### src/rtl/instr_queue.sv
// Instruction queue between fetch and decode: a DEPTH-entry first-word-fall-through
// FIFO of fetch bundles with a flush that empties it in one cycle.
package Pkg;
    typedef struct packed {
        logic [31:0] Address;
        logic [31:0] instr;
    } Fetch_Bundle;
endpackage

module instr_queue
    import Pkg::*;
#(
    parameter int unsigned DEPTH = 4
) (
    input  logic                    clk,
    input  logic                    reset,
    input  Fetch_Bundle             FB,
    input  logic                    fb_valid,
    output logic                    fb_ready,
    input  logic                    flush,
    output logic                    dq_valid,
    output logic [31:0]             dq_address,
    output logic [31:0]             dq_instr,
    input  logic                    dq_ready,
    output logic [$clog2(DEPTH):0]  count
);
    localparam int unsigned PTR_W = $clog2(DEPTH);
    localparam int unsigned CNT_W = PTR_W + 1;

    Fetch_Bundle      mem_q [DEPTH];
    logic [PTR_W-1:0] wr_ptr_q, wr_ptr_d;
    logic [PTR_W-1:0] rd_ptr_q, rd_ptr_d;
    logic [CNT_W-1:0] count_q, count_d;
    logic             push_c, pop_c;

    // Handshake flags come from registered occupancy only, so fetch never sees dq_ready.
    assign fb_ready   = count_q < CNT_W'(DEPTH);
    assign dq_valid   = count_q != '0;
    assign dq_address = mem_q[rd_ptr_q].Address;
    assign dq_instr   = mem_q[rd_ptr_q].instr;
    assign count      = count_q;

    assign push_c = fb_valid && fb_ready && !flush;
    assign pop_c  = dq_valid && dq_ready && !flush;

    // Flush discards any same-cycle push or pop and rewinds both pointers.
    always_comb begin
        wr_ptr_d = wr_ptr_q;
        rd_ptr_d = rd_ptr_q;
        count_d  = count_q;
        if (flush) begin
            wr_ptr_d = '0;
            rd_ptr_d = '0;
            count_d  = '0;
        end else begin
            if (push_c) begin
                wr_ptr_d = wr_ptr_q + PTR_W'(1);
            end
            if (pop_c) begin
                rd_ptr_d = rd_ptr_q + PTR_W'(1);
            end
            count_d = count_q + CNT_W'(push_c) - CNT_W'(pop_c);
        end
    end

    always_ff @(posedge clk) begin
        if (reset) begin
            wr_ptr_q <= '0;
            rd_ptr_q <= '0;
            count_q  <= '0;
        end else begin
            wr_ptr_q <= wr_ptr_d;
            rd_ptr_q <= rd_ptr_d;
            count_q  <= count_d;
        end
    end

    // Storage is not reset; it is only observable through a valid head.
    always_ff @(posedge clk) begin
        if (push_c && !reset) begin
            mem_q[wr_ptr_q] <= FB;
        end
    end
endmodule

### config.mk
export PLATFORM = sky130hd
export DESIGN_NAME = instr_queue
export DESIGN_NICKNAME = d
export VERILOG_FILES = /design/src/rtl/instr_queue.sv
export SDC_FILE = /design/constraint.sdc
export NUM_CORES = 1
export LEC_CHECK = 0
export ABC_AREA = 1
export CORE_AREA = 3 3 141 143
export CTS_CLUSTER_DIAMETER = 200
export DETAILED_ROUTE_END_ITERATION = 10
export DIE_AREA = 0 0 144 146
export PLACE_DENSITY_LB_ADDON = 0.1
export SLEW_MARGIN = 20
export SYNTH_ARGS = -nofsm -noshare
export SYNTH_HDL_FRONTEND = slang
export SYNTH_SLANG_ARGS = --single-unit
### constraint.sdc
create_clock -name clk -period 4.75 [get_ports clk]
set_clock_uncertainty 0.15 [all_clocks]
set_input_delay 0.475 -clock clk [delete_from_list [all_inputs] [get_ports clk]]
set_output_delay 0.475 -clock clk [all_outputs]
set_load 0.005 [all_outputs]
==> summary.md <==
| Metric | Value |
|---|---|
| Comb power frac | 4.0% |
| Nets | 897 |
| Final Hold Viols | 0 |
| Final setup fails | 0 |
| Post-synth top area share | 77.0% |
| Post-synthesis cell count | 689 |
| Largest net degree at the start of global routing | 77 |
| Gr ovfl total | 0 |
| Final wirelength | 20,400 um |
| Status | finished, final reports clean |
| DRC Markers | 0 |
| Setup TNS | 0 ns |
| Reg2Reg Depth | 6 |
| FILL cells | 1,325 |
| Layout cells sized above 1 | 5.72% |
| Count of different cell masters after synthesis | 21 |
| Internal Power | 3.79 mW |
| I/O pins | 138 |
| RSZ-0062 raised after global routing | false |
| Power Density | 379 mW/mm^2 |
| FF-to-FF setup slack | 2.41 ns |
| Die height | 146 um |
| Crit Path Class | reg -> out |
| Synth top area cells | edfxtp_1 (77%), nor2_1 (5.4%), o22ai_1 (4.0%) |
| Cell Area, Synth | 0.00999 mm^2 |
| Die Footprint | 0.0210 mm^2 |
| Port Buffers | 137 |
| Synthesized flop and latch total | 265 |
| Final Cycle Share | 76.9% |
| Req. time, crit path | 4.12 ns |
| Worst setup margin | 1.10 ns |
| Post-CTS Setup Bufs | 0 |
| Critical path arrival | 3.03 ns |
| First-pass GRT wire length | 31,800 um |
| Slew HR | 40.6% |
| Final worst path period need | 3.65 ns |
| Fin. max-slew vios | 0 |
| CTS resizes | 0 |
| Dpl ws | 1.62 ns |
| Post-route antenna net violation count | 0 |
| Worst hold path class | reg -> reg |
| Multi-input gate area | 0.00179 mm^2 |
| Worst Tran Pin Value | 0.890 ns |
| Clock slew at reported path FFs | 0.06 ns |
| CTS Hold Buffers Added | 0 |
| CTS Sinks | 265 |
| Clock power share | 40.1% |
| Final GP Congestion | 0.756 |
| Yosys warns | 0 |
| Core area | 0.0187 mm^2 |
| Critical Path Start Type | register |
| Max-cap viol count | 0 |
| Root buffer cell | clkbuf_16 |
| Peak fanout along the critical path | 76 |
| Vias in the first global route | 6,190 |
| Hpwl dp | 11,300 um |
| Clock H-tree levels | 1 |
| Max Fclk | 274 MHz |
| Vias | 6,014 |
| Vias per cell | 5.60 |
| Avg Cell Area, Syn | 14.5 um^2 |
| WL/cell | 19.0 um |
| Worst Setup EP | dq_instr[6] |
| Leakage power | 4.11 nW |
| Psw | 873 uW |
| Syn_nets | 765 |
| Area leader, netlist | edfxtp_1 |
| Seq. cell area | 0.00787 mm^2 |
| Diode count | 0 |
| Clock tree buffer depth | 3 |
| Post-synthesis sequential area ratio | 78.8% |
| TritonCTS Buffers | 26 |
| Setup crit end kind | primary output |
| Initial antenna violation count | 3 |
| First-pass iteration count of the detailed router | 5 |
| Total Routing Usage GR | 19.1% |
| Synthesis-to-finish area growth | 23.1% |
| Sequential power share | 55.8% |
| Row Count | 50 |
| DR iter-0 viols | 373 |
| Worst IR Drop VDD | 0.000242 V |
| Die X | 144 um |
| CTS tree | yes |
| Clk_lat worst skew | 0.50 ns |
| Initial Util | 53.4% |
| RR Endpoint | mem_q[2][37]$_DFFE_PP_ |
| RR Startpoint | count[2]$_SDFF_PP0_ |
| Switching share of power | 18.7% |
==> through the flow <==
step | std cells | utilization [%] | total power [mW] | hold slack, ns | cell area, um^2
after floorplan | 689 | - | 2.70 | 0.314 | 9990
after global placement | 1027 | 61.6 | 2.83 | 0.344 | 11500
after detailed placement | 1027 | 61.6 | 2.84 | 0.335 | 11500
after CTS | 1073 | 65.8 | 4.70 | 0.366 | 12300
after global routing | 1073 | 65.8 | 4.81 | 0.426 | 12300
final | 1073 | 65.8 | 4.66 | 0.373 | 12300
==> kinds of logic (layout without fill, tap and decap cells) <==
group                    Yosys count  in the layout  synth area share [%]
AND/OR/NAND/NOR                  156            156                  5.90
XOR/XNOR                           1              1                0.0877
AO/OA/AOI/OAI                    197            197                  10.7
buffers and inverters             63            213                  3.62
flip-flops                       265            265                  78.8
adder cells (fa/ha/maj)            7              7                 0.952
==> flip-flops by register name, summed over array words and instances (netlist names), named ones only <==
signal	cells
wr_ptr_q	2
count	3
mem_q	256
rd_ptr_q	2
==> layout by cell type, fill, tap and decap left out, types with 2 or more instances in the layout <==
| cell type | instances |
|---|---|
| dfxtp_1 | 7 |
| clkdlybuf4s50_1 | 137 |
| edfxtp_1 | 256 |
| clkinv_1 | 4 |
| nor2_1 | 140 |
| clkinv_2 | 4 |
| o21ai_0 | 75 |
| inv_1 | 20 |
| clkbuf_16 | 27 |
| a21oi_1 | 2 |
| o21ai_1 | 56 |
| nor2_4 | 4 |
| o22ai_1 | 64 |
| buf_12 | 4 |
| buf_4 | 4 |
| nand2_1 | 10 |
| clkbuf_1 | 10 |
| ha_1 | 6 |
==> cell type report <==
cell class	instances	area share, %
Timing Repair Buffer	145	12.0
Clock buffer	37	5.80
Tap cell	234	2.38
Sequential cell	265	64.0
Inverter	22	0.692
Multi-Input combinational cell	361	14.5
Clock inverter	9	0.529
==> worst min-delay path by stage <==
stage,startpoint,endpoint,slack [ns],cells after the start
after global routing,rd_ptr_q[1]$_SDFFE_PP0P_,register,0.43,2
after detailed placement,rd_ptr_q[1]$_SDFFE_PP0P_,register,0.34,2
final,rd_ptr_q[1]$_SDFFE_PP0P_,register,0.37,2
after global placement,rd_ptr_q[1]$_SDFFE_PP0P_,register,0.34,2
after floorplan,rd_ptr_q[1]$_SDFFE_PP0P_,register,0.31,2
after CTS,rd_ptr_q[1]$_SDFFE_PP0P_,register,0.37,2
==> cell usage after synthesis, drive strengths merged <==
cell type	count
fa	1
dfxtp	9
buf	20
nor2	144
clkinv	1
o21ai	131
ha	6
inv	21
clkbuf	21
o22ai	64
nand2	10
edfxtp	256
xor2	1
a21oi	2
and2	1
nand3	1
==> power groups by stage <==
stage / combinational [mW] / clock (mW) / sequential [mW]
2_1_floorplan: 0.0517 / 0 / 2.65
3_3_place_gp: 0.184 / 0 / 2.65
3_5_place_dp: 0.189 / 0 / 2.65
4_1_cts: 0.190 / 1.91 / 2.60
5_1_grt: 0.204 / 2.00 / 2.60
6_report: 0.188 / 1.87 / 2.60
==> metal layers <==
| layer | global-route usage, % | vias up | part of all wire [%] |
|---|---|---|---|
| met5 | 0 | - | 0.20 |
| met4 | 4.80 | 6 | 1.8 |
| met1 | 25.5 | 2958 | 43 |
| met3 | 3.75 | 36 | 6.6 |
| li1 | - | 2835 | - |
| met2 | 32.4 | 179 | 49 |
==> worst max-delay path, cell delays in order (launching register included) <==
cell             delay [ns]
dfxtp_4                0.57
inv_4                  0.59
buf_12                 0.39
o21ai_1                0.10
o22ai_1                0.27
clkdlybuf4s50_1        0.57
Power figures use the tool's default switching activity.
